$ cat src/rtl/mining_bus_pkg.sv
// Shared definitions for the miner's 8-bit register bus:
// register map, job layout and the initiator state encoding.
package mining_bus_pkg;

   localparam logic [6:0] ADDR_STATUS      = 7'd0;
   localparam logic [6:0] ADDR_NONCE0      = 7'd1;
   localparam logic [6:0] ADDR_MIDSTATE0   = 7'd5;
   localparam logic [6:0] ADDR_NEXTINPUT0  = 7'd37;
   localparam logic [6:0] ADDR_DIFFICULTY0 = 7'd49;
   localparam logic [6:0] ADDR_LAST        = 7'd52;

   localparam int JOB_BYTES        = 48;
   localparam int STATUS_FOUND_BIT = 0;

   // Byte 0 of the packed job is midstate[7:0].
   typedef struct packed {
      logic [31:0]  difficulty;
      logic [95:0]  nextInput;
      logic [255:0] midstate;
   } job_t;

   typedef enum logic [2:0] {
      IDLE,
      WRITE,
      POLL,
      NONCE_RD,
      RESULT
   } state_t;

endpackage

$ cat src/rtl/job_bus_master_if.sv
// Job handshake, register-bus pins and result handshake.
// master: the initiator; slave: job source/responder/consumer.
interface job_bus_master_if;

   logic         job_valid;
   logic         job_ready;
   logic [255:0] job_midstate;
   logic [95:0]  job_next_input;
   logic [31:0]  job_difficulty;
   logic         job_abort;

   logic [6:0]   bus_addr;
   logic [7:0]   bus_wdata;
   logic         bus_wdata_oe;
   logic [7:0]   bus_rdata;

   logic         result_valid;
   logic         result_ready;
   logic [31:0]  result_nonce;
   logic         result_timeout;

   modport master (
      input  job_valid, job_midstate,
      input  job_next_input, job_difficulty,
      input  job_abort, bus_rdata,
      input  result_ready,
      output job_ready, bus_addr,
      output bus_wdata, bus_wdata_oe,
      output result_valid, result_nonce,
      output result_timeout
   );

   modport slave (
      output job_valid, job_midstate,
      output job_next_input, job_difficulty,
      output job_abort, bus_rdata,
      output result_ready,
      input  job_ready, bus_addr,
      input  bus_wdata, bus_wdata_oe,
      input  result_valid, result_nonce,
      input  result_timeout
   );

endinterface

$ cat src/rtl/job_bus_master_access_timer.sv
// bus_access_timer: per-access down-counter; last is high on the
// final cycle of each ACCESS_CYCLES-long access. Ports: clk, rst_n, load, last.
module bus_access_timer #(
   parameter int ACCESS_CYCLES = 2
) (
   input  logic clk,
   input  logic rst_n,
   input  logic load,
   output logic last
);

   localparam logic [3:0] RELOAD = 4'(ACCESS_CYCLES - 1);

   logic [3:0] cnt;

   // Auto-reloads so back-to-back accesses need no extra load.
   always_ff @(posedge clk or negedge rst_n) begin
      if (!rst_n)
         cnt <= RELOAD;
      else if (load || cnt == 4'd0)
         cnt <= RELOAD;
      else
         cnt <= cnt - 4'd1;
   end

   assign last = (cnt == 4'd0);

endmodule

$ cat src/rtl/job_bus_master.sv
// Register-bus initiator: loads a job (48 bytes), polls status,
// reads the 4-byte nonce, then holds the result until accepted.
// Ports: clk, rst_n, bus (job_bus_master_if.master).
// Optional macro JOB_TIMEOUT_EN: give up after POLL_TIMEOUT polls.
module job_bus_master
   import mining_bus_pkg::*;
#(
   parameter int          ACCESS_CYCLES = 2,
   parameter int          POLL_INTERVAL = 16,
   parameter logic [15:0] POLL_TIMEOUT  = 16'd1024
) (
   input logic               clk,
   input logic               rst_n,
   job_bus_master_if.master  bus
);

   if (ACCESS_CYCLES < 2 || ACCESS_CYCLES > 15 ||
       POLL_INTERVAL < 1 || POLL_TIMEOUT == 16'd0)
   begin : gBadParam
      $error("job_bus_master: illegal parameter");
   end

   localparam logic [15:0] POLL_LAST =
      16'(POLL_INTERVAL - 1);

   state_t      state, stateNext;
   job_t        job, jobNext;
   logic [5:0]  idx, idxNext, idxInc;
   logic [6:0]  addr, addrNext;
   logic [7:0]  wdata, wdataNext;
   logic        oe, oeNext;
   logic [15:0] pollCnt, pollCntNext;
   logic [31:0] nonce, nonceNext;
   logic        resValid, resValidNext;
   logic        timerLoad;
   logic        accessLast;

`ifdef JOB_TIMEOUT_EN
   logic [15:0] sampleCnt, sampleCntNext;
   logic        timeoutQ, timeoutNext;
`endif

   assign idxInc = idx + 6'd1;

   bus_access_timer #(
      .ACCESS_CYCLES(ACCESS_CYCLES)
   ) uTimer (
      .clk  (clk),
      .rst_n(rst_n),
      .load (timerLoad),
      .last (accessLast)
   );

   always_ff @(posedge clk or negedge rst_n) begin
      if (!rst_n) begin
         state    <= IDLE;
         job      <= '0;
         idx      <= '0;
         addr     <= ADDR_STATUS;
         wdata    <= '0;
         oe       <= 1'b0;
         pollCnt  <= '0;
         nonce    <= '0;
         resValid <= 1'b0;
      end else begin
         state    <= stateNext;
         job      <= jobNext;
         idx      <= idxNext;
         addr     <= addrNext;
         wdata    <= wdataNext;
         oe       <= oeNext;
         pollCnt  <= pollCntNext;
         nonce    <= nonceNext;
         resValid <= resValidNext;
      end
   end

`ifdef JOB_TIMEOUT_EN
   always_ff @(posedge clk or negedge rst_n) begin
      if (!rst_n) begin
         sampleCnt <= '0;
         timeoutQ  <= 1'b0;
      end else begin
         sampleCnt <= sampleCntNext;
         timeoutQ  <= timeoutNext;
      end
   end
`endif

   // Bus pins default to idle (addr 0, no drive) so any exit
   // from a bus phase parks the responder safely.
   always_comb begin
      stateNext    = state;
      jobNext      = job;
      idxNext      = idx;
      addrNext     = ADDR_STATUS;
      wdataNext    = '0;
      oeNext       = 1'b0;
      pollCntNext  = pollCnt;
      nonceNext    = nonce;
      resValidNext = resValid;
      timerLoad    = 1'b0;
`ifdef JOB_TIMEOUT_EN
      sampleCntNext = sampleCnt;
      timeoutNext   = timeoutQ;
`endif
      unique case (state)
         IDLE: begin
            if (bus.job_valid) begin
               jobNext = '{
                  difficulty: bus.job_difficulty,
                  nextInput:  bus.job_next_input,
                  midstate:   bus.job_midstate
               };
               stateNext = WRITE;
               idxNext   = '0;
               addrNext  = ADDR_MIDSTATE0;
               wdataNext = bus.job_midstate[7:0];
               oeNext    = 1'b1;
               timerLoad = 1'b1;
`ifdef JOB_TIMEOUT_EN
               timeoutNext = 1'b0;
`endif
            end
         end
         WRITE: begin
            if (bus.job_abort) begin
               stateNext = IDLE;
            end else if (!accessLast) begin
               addrNext  = addr;
               wdataNext = wdata;
               oeNext    = 1'b1;
            end else if (idx == 6'(JOB_BYTES - 1)) begin
               stateNext   = POLL;
               pollCntNext = '0;
`ifdef JOB_TIMEOUT_EN
               sampleCntNext = '0;
`endif
            end else begin
               idxNext   = idxInc;
               addrNext  = ADDR_MIDSTATE0 + {1'b0, idxInc};
               wdataNext = job[{idxInc, 3'b000} +: 8];
               oeNext    = 1'b1;
            end
         end
         POLL: begin
            if (bus.job_abort) begin
               stateNext = IDLE;
            end else if (pollCnt != POLL_LAST) begin
               pollCntNext = pollCnt + 16'd1;
            end else begin
               pollCntNext = '0;
               if (bus.bus_rdata[STATUS_FOUND_BIT]) begin
                  stateNext = NONCE_RD;
                  idxNext   = '0;
                  addrNext  = ADDR_NONCE0;
                  nonceNext = '0;
                  timerLoad = 1'b1;
`ifdef JOB_TIMEOUT_EN
               end else if (sampleCnt ==
                            POLL_TIMEOUT - 16'd1) begin
                  stateNext    = RESULT;
                  nonceNext    = '0;
                  resValidNext = 1'b1;
                  timeoutNext  = 1'b1;
               end else begin
                  sampleCntNext = sampleCnt + 16'd1;
`endif
               end
            end
         end
         NONCE_RD: begin
            if (bus.job_abort) begin
               stateNext = IDLE;
            end else if (!accessLast) begin
               addrNext = addr;
            end else begin
               nonceNext[{idx[1:0], 3'b000} +: 8] =
                  bus.bus_rdata;
               if (idx[1:0] == 2'd3) begin
                  stateNext    = RESULT;
                  resValidNext = 1'b1;
               end else begin
                  idxNext  = idxInc;
                  addrNext = ADDR_NONCE0 +
                             {5'b0, idxInc[1:0]};
               end
            end
         end
         RESULT: begin
            if (bus.result_ready) begin
               stateNext    = IDLE;
               resValidNext = 1'b0;
            end
         end
         default: stateNext = IDLE;
      endcase
   end

   assign bus.job_ready    = (state == IDLE);
   assign bus.bus_addr     = addr;
   assign bus.bus_wdata    = wdata;
   assign bus.bus_wdata_oe = oe;
   assign bus.result_valid = resValid;
   assign bus.result_nonce = nonce;
`ifdef JOB_TIMEOUT_EN
   assign bus.result_timeout = timeoutQ;
`else
   assign bus.result_timeout = 1'b0;
`endif

endmodule

$ cat src/flat_wrapper.sv
// flat-port wrapper written by rule: the top's interface ports become plain ports
module job_bus_master_flat import mining_bus_pkg::*;
#(
   parameter int          ACCESS_CYCLES = 2,
   parameter int          POLL_INTERVAL = 16,
   parameter logic [15:0] POLL_TIMEOUT  = 16'd1024
)
  (clk, rst_n, bus_job_valid, bus_job_midstate, bus_job_next_input, bus_job_difficulty, bus_job_abort, bus_bus_rdata, bus_result_ready, bus_job_ready, bus_bus_addr, bus_bus_wdata, bus_bus_wdata_oe, bus_result_valid, bus_result_nonce, bus_result_timeout);
  job_bus_master_if bus_i ();
  input logic clk;
  input logic rst_n;
  input wire logic [$bits(bus_i.job_valid)-1:0] bus_job_valid;
  input wire logic [$bits(bus_i.job_midstate)-1:0] bus_job_midstate;
  input wire logic [$bits(bus_i.job_next_input)-1:0] bus_job_next_input;
  input wire logic [$bits(bus_i.job_difficulty)-1:0] bus_job_difficulty;
  input wire logic [$bits(bus_i.job_abort)-1:0] bus_job_abort;
  input wire logic [$bits(bus_i.bus_rdata)-1:0] bus_bus_rdata;
  input wire logic [$bits(bus_i.result_ready)-1:0] bus_result_ready;
  output wire logic [$bits(bus_i.job_ready)-1:0] bus_job_ready;
  output wire logic [$bits(bus_i.bus_addr)-1:0] bus_bus_addr;
  output wire logic [$bits(bus_i.bus_wdata)-1:0] bus_bus_wdata;
  output wire logic [$bits(bus_i.bus_wdata_oe)-1:0] bus_bus_wdata_oe;
  output wire logic [$bits(bus_i.result_valid)-1:0] bus_result_valid;
  output wire logic [$bits(bus_i.result_nonce)-1:0] bus_result_nonce;
  output wire logic [$bits(bus_i.result_timeout)-1:0] bus_result_timeout;
  assign bus_i.job_valid = bus_job_valid;
  assign bus_i.job_midstate = bus_job_midstate;
  assign bus_i.job_next_input = bus_job_next_input;
  assign bus_i.job_difficulty = bus_job_difficulty;
  assign bus_i.job_abort = bus_job_abort;
  assign bus_i.bus_rdata = bus_bus_rdata;
  assign bus_i.result_ready = bus_result_ready;
  assign bus_job_ready = bus_i.job_ready;
  assign bus_bus_addr = bus_i.bus_addr;
  assign bus_bus_wdata = bus_i.bus_wdata;
  assign bus_bus_wdata_oe = bus_i.bus_wdata_oe;
  assign bus_result_valid = bus_i.result_valid;
  assign bus_result_nonce = bus_i.result_nonce;
  assign bus_result_timeout = bus_i.result_timeout;
  job_bus_master #(.ACCESS_CYCLES(ACCESS_CYCLES), .POLL_INTERVAL(POLL_INTERVAL), .POLL_TIMEOUT(POLL_TIMEOUT)) u_core (.clk(clk), .rst_n(rst_n), .bus(bus_i));
endmodule
$ cat config.mk
export PLATFORM = sky130hd
export DESIGN_NAME = job_bus_master_flat
export DESIGN_NICKNAME = d
export VERILOG_FILES = /design/src/rtl/mining_bus_pkg.sv /design/src/rtl/job_bus_master_if.sv /design/src/rtl/job_bus_master_access_timer.sv /design/src/rtl/job_bus_master.sv /design/src/flat_wrapper.sv
export SDC_FILE = /design/constraint.sdc
export NUM_CORES = 1
export LEC_CHECK = 0
export ABC_AREA = 1
export CAP_MARGIN = 0
export CORE_ASPECT_RATIO = 0.8
export CORE_MARGIN = 1
export CORE_UTILIZATION = 56
export CTS_CLUSTER_SIZE = 30
export DETAILED_ROUTE_END_ITERATION = 7
export PLACE_DENSITY_LB_ADDON = 0.15
export SLEW_MARGIN = 30
export SYNTH_ARGS = -nofsm -noshare
export SYNTH_HDL_FRONTEND = slang
export SYNTH_SLANG_ARGS = --single-unit
$ cat constraint.sdc
create_clock -name clk -period 4.3 [get_ports clk]
set_clock_uncertainty 0.1 [all_clocks]
set_input_delay 0.645 -clock clk [delete_from_list [all_inputs] [get_ports clk]]
set_output_delay 0.645 -clock clk [all_outputs]
set_load 0.005 [all_outputs]
-- Word-level counts from Yosys, hierarchy flattened
Cells that the tools add are included.
- word-level logic and storage cells: 128
- output and inout bits: 51
- bits of input ports: 397
- flip-flop bits (word level): 462
- $add $sub $neg: 6
- shifts and indexed selects: 3
- reductions and logical operators: 14
- equality and inequality tests: 26
- mux-type cells: 67
- operators with widths (cell ; number):
    384-bit by 10-bit indexed part select with 8-bit output ; 1
    32-bit two-way mux ; 5
    16-bit two-way mux ; 5
    32-bit case mux with 2 select lines ; 1
    6-bit two-way mux ; 10
    7-bit two-way mux ; 8
    3-bit two-way mux ; 12
    32-bit bitwise mux ; 1
    8-bit two-way mux ; 4
    16-bit case mux with 2 select lines ; 1
    8-bit by 7-bit variable shift with 32-bit output, first input constant ; 1
    8-bit by 7-bit indexed part select with 32-bit output ; 1
    7-bit case mux with 4 select lines ; 1
    6-bit case mux with 4 select lines ; 1
    2-bit != test, second input constant ; 9
    16-bit by 1-bit adder with 16-bit output, second input constant ; 1
    16-bit by 4-bit != test with 1-bit output, second input constant ; 1
    8-bit case mux with 2 select lines ; 1
    3-bit case mux with 5 select lines ; 1
    1-bit two-way mux ; 12
    3-bit by 2-bit != test with 1-bit output, second input constant ; 4
    11-bit AND reduction ; 1
    5-bit AND reduction ; 2
    2-bit by 1-bit != test with 1-bit output, second input constant ; 4
    other kinds (21) ; 28

-- Depth between registers and ports, before layout
- word-level depth: 6
- gate-level depth with buffers: 19
- mapped depth without buffers: 15

-- By module
From an unflattened synthesis, not the netlist that was laid out.
- cell total of the unflattened synthesis: 2928
- area, all modules: 22096.2 µm²
- modules (own cells, without submodules) (module ; instances ; area each (µm²) ; cells an instance ; seq. area each (µm²)):
    job_bus_master ; 1 ; 21896.0 ; 2905 ; 11461.0
    bus_access_timer ; 1 ; 200.2 ; 23 ; 101.3

-- Worst setup path after synthesis
OpenSTA, ideal clock, no wires.
- path type: flip-flop to flip-flop
- start point: reg u_core.idx[0]
- end point: reg u_core.wdata[2] (netlist: u_core.bus.bus_wdata[2])
- period minus slack after synthesis: 2480 ps
- data required time: 4135 ps
- arrival time: 2315 ps
- setup slack: 1820 ps
- cell stages (with the launch flop): 20
- path buffers: 4
- path through: dfrtp_1 buf_4 inv_2 buf_2 ha_1 inv_2 nand2_2 inv_2 buf_2 buf_4 nand2_1 nand4_1 nand3_1 nand2_1 nand2_1 nand2_1 nand2_1 nand2_1 nand2_1 nand2_1
- cells in the longest elaborated chain, start to end: 6
- ends and longest elaborated chain (item ; RTL line ; source):
    start, declared ; job_bus_master.sv:28 ; logic [5:0] idx, idxNext, idxInc;
    start signal, assigned ; job_bus_master.sv:68 ; idx <= idxNext;
    6-bit by 1-bit adder with 6-bit output ; job_bus_master.sv:43 ; assign idxInc = idx + 6'd1;
    384-bit by 10-bit indexed part select with 8-bit output ; job_bus_master.sv:142 ; wdataNext = job[{idxInc, 3'b000} +: 8];
    8-bit two-way mux (*) ; job_bus_master.sv:133 ; end else if (idx == 6'(JOB_BYTES - 1)) begin
    8-bit two-way mux (*) ; job_bus_master.sv:129 ; end else if (!accessLast) begin
    8-bit two-way mux (*) ; job_bus_master.sv:127 ; if (bus.job_abort) begin
    8-bit case mux with 2 select lines (*) ; job_bus_master.sv:107 ; unique case (state)
    end signal, assigned ; job_bus_master.sv:70 ; wdata <= wdataNext;
    end, declared ; job_bus_master.sv:30 ; logic [7:0] wdata, wdataNext;
Mark *: on every way between the ends. The rest lies on a longest branch, timed or not. The select of a mux whose other input is x is not followed.
A chain may end at the register's enable or synchronous reset.

-- Worst setup path in the final report
- start point: reg u_core.idx[0]
- end point: reg u_core.pollCnt[10]
- cells in the longest elaborated chain, start to end: 3
- ends and longest elaborated chain (item ; RTL line ; source):
    6-bit == test ; job_bus_master.sv:133 ;
    2-bit by 1-bit != test with 1-bit output (no source line) ; - ;
    5-bit AND reduction (no source line) ; - ;
    end signal, assigned ; job_bus_master.sv:72 ; pollCnt <= pollCntNext;
    end, declared ; job_bus_master.sv:32 ; logic [15:0] pollCnt, pollCntNext;
Every way passes these cells.

==> flow_summary.toml <==
[status]
status = "completed"

[setup_path]
setup.worst_path.start_class = "register"
crit_top_cell = "nand2_1"
path_buf_inv = 2
crit_type = "register to register"
end_kind = "register"
cp_cell_sequence = "ha_1 -> nand3_1 -> nor3_1 -> nor2_1 -> inv_1 -> nand2_1 -> inv_1 -> nand2_1 -> o21ai_0 -> nand2_1 -> a31oi_1"
crit_start = "u_core.idx[0]"
critPathMaxStageDelay_ns = 0.57
regToRegStartpoint = "u_core.idx[0]"
worstPathRequired_ns = 4.69
cp.depth = 11
critPathArrivalTime_ns = 3.61
path_delay_family = "simple AND/OR/NAND/NOR gates"
cp_slowest_cell = "dfrtp_4"
r2r_cells = 11
critPathMaxFanout = 17

[finish]
nets = 3701
finish.utilization = 0.7342
stdcell_area_um2 = 28340
layout-drive-gt1-share = 0.04444
final-instance-count-excl-fill = 3865
syn2layout_area_growth_pct = 28.15

[detailed_routing]
route.final.wire_length_um = 72540
vias = 21360
dr.pass1.iters = 6
drc = 0
vias_per_cell = 5.525
drtAntennaViolNets = 0
avgRoutedWirePerCell_um = 18.77
first_iter_violations = 2625

[clock_tree]
path_clk_slew_ns = 0.06
tritoncts.num_buffers = 45
max-clock-path-buffers = 3
htreeDepth = 2
insertion_delay_ns = 0.58
cts_tree = "done"
cts_sinks = 462
cts_setup_buffers = 0
cts_root_buf = "clkbuf_16"

[global_routing]
grt_max_degree = 186
grt_overflow = 0
first_global_vias = 20640
antenna_found_initial = 8
grt_usage = 0.3595
grt_pass1_wl_um = 113300

[place]
place_inst = 3775
port_buffers = 446
place_congestion = 0.9185
place_area_um2 = 26790
hpwl_um = 51970

[yosys]
async_reset_ff_frac = 1.000
yosysWarningCount = 0
synth-seq-area-share = 0.5228
synth_ff_type = "dfrtp_1"
syn-instance-count = 2944
synth_cell_types = 47
syn_area_um2 = 22110
yosys_register_bits = 462
synth_enable_flop_cells = 0
syn-num-nets = 3349
avgSynthCellArea_um2 = 7.512

[pwr]
peakVddDrop_v = 0.0006738
p_leak_nw = 13.89
powerDensity_nw_per_um2 = 706.7

[hold_path]
hold_start = "u_core.job[157]"
hold_class = "register to register"
hold_depth = 2

[timing]
hold_viol = 0
rsz0062_at_grt = "false"
finalCritPeriodShare = 0.7493
fin_tns_setup_ns = 0
tightest_slew_ns = 0.9399
setup_viol = 0
relSlewSlack = 0.3734
slew_violations = 0
fmax_mhz = 310.4
min_period_ns = 3.222

[die]
die_area_um2 = 40300
die_y_um = 179.7
rows = 64
dieWidth_um = 224.2
start_util = 0.5730
io_pins = 448
core-area_um2 = 38600

[job]
drv_cap = 0
==> kinds of logic after synthesis <==
family / Yosys count / share of synthesized area
AOI/OAI and AO/OA: 313 / 0.07463
and+or+nand+nor: 1785 / 0.3227
DFF: 462 / 0.5228
buffers and inverters: 363 / 0.07010
adders and majority gates: 8 / 0.004526
other: 1 / 0.0001696
xor gates and xnor gates: 12 / 0.005092
==> flip-flops by register name, indices dropped and copies added, names as in the netlist <==
signal,count
u_core.job,384
u_core.bus.result_nonce,32
u_core.pollCnt,16
u_core.bus.bus_wdata,8
u_core.bus.bus_addr,7
u_core.idx,6
u_core.uTimer.cnt,4
u_core.state,3
u_core.bus.bus_wdata_oe,1
u_core.bus.result_valid,1
==> through the flow <==
stage / total power [mW] / hold slack [ns] / setup slack (ns)
final: 20.03 / 0.3708 / 1.078
after global routing: 21.30 / 0.3839 / 0.7285
after CTS: 19.86 / 0.1306 / 1.152
after detailed placement: 15.76 / 0.3582 / 1.155
after global placement: 15.51 / 0.3530 / 1.260
after floorplan: 12.72 / 0.2494 / 1.820
==> power breakdown <==
part | internal [mW] | switching (mW) | leakage (nW)
sequential | 6.21 | 1.05 | 5.80
clock | 2.31 | 1.74 | 0.730
combinational | 2.72 | 6.00 | 7.36
==> worst min-delay path, delay by kind of cell, from the launching register on <==
kind | cells | cell delay, ns
DFF | 1 | 0.34
and+or+nand+nor | 2 | 0.10
==> metal layers <==
metal	track usage	wire [um]
met5	0	9
met4	0.1260	2397
met3	0.06522	6865
met2	0.5525	32840
met1	0.5144	30430
==> placed cells by master (no fill, tap or decap), drive strengths merged, types with 2 or more instances in the layout <==
master / instances
a211oi: 2
a21oi: 46
a22oi: 8
buf: 29
bufinv: 2
clkbuf: 67
clkdlybuf4s50: 445
clkinv: 8
clkinvlp: 4
dfrtp: 461
diode: 7
ha: 8
inv: 193
nand2: 1440
nand3: 170
nand4: 38
nor2: 116
nor3: 15
nor3b: 2
o21ai: 239
o31ai: 7
o41ai: 2
or2: 2
xnor2: 2
xor2: 10
==> final timing paths <==
kind | end | slack [ns]
setup / recovery | u_core.pollCnt[10] | 1.08
hold / removal | u_core.job[157] | 0.37
setup reg to reg | u_core.pollCnt[10] | 1.08
hold reg to reg | u_core.job[157] | 0.37
max in group asynchronous | u_core.job[152] | 2.41
min in group asynchronous | u_core.job[135] | 0.49
==> timing repair <==
item,4_1_cts,5_1_grt
resized for setup,0,0
hold endpoints to repair,0,41
setup endpoints to repair,0,0
hold buffers,0,1
==> synthesized netlist by cell type (all sizes together), types with 7 or more instances <==
cell | n | share of area
nor2 | 116 | 0.021
nor3 | 15 | 0.0038
dfrtp | 461 | 0.52
o21ai | 239 | 0.054
nand2 | 1440 | 0.25
a21oi | 46 | 0.010
o31ai | 7 | 0.0024
xor2 | 10 | 0.0040
clkbuf | 65 | 0.011
buf | 105 | 0.026
inv | 191 | 0.032
ha | 8 | 0.0045
nand3 | 170 | 0.038
a22oi | 8 | 0.0027
nand4 | 38 | 0.011
==> final cells by class <==
class,count,area [um2]
antenna,7,17.52
clock inverter,14,133.9
fill,2971,10260
timing repair buffer,475,4813
inverter,193,732.0
sequential,462,11570
clock buffer,67,1361
tap,528,660.6
multi-input combinational,2119,9055
Power figures use the tool's default switching activity.
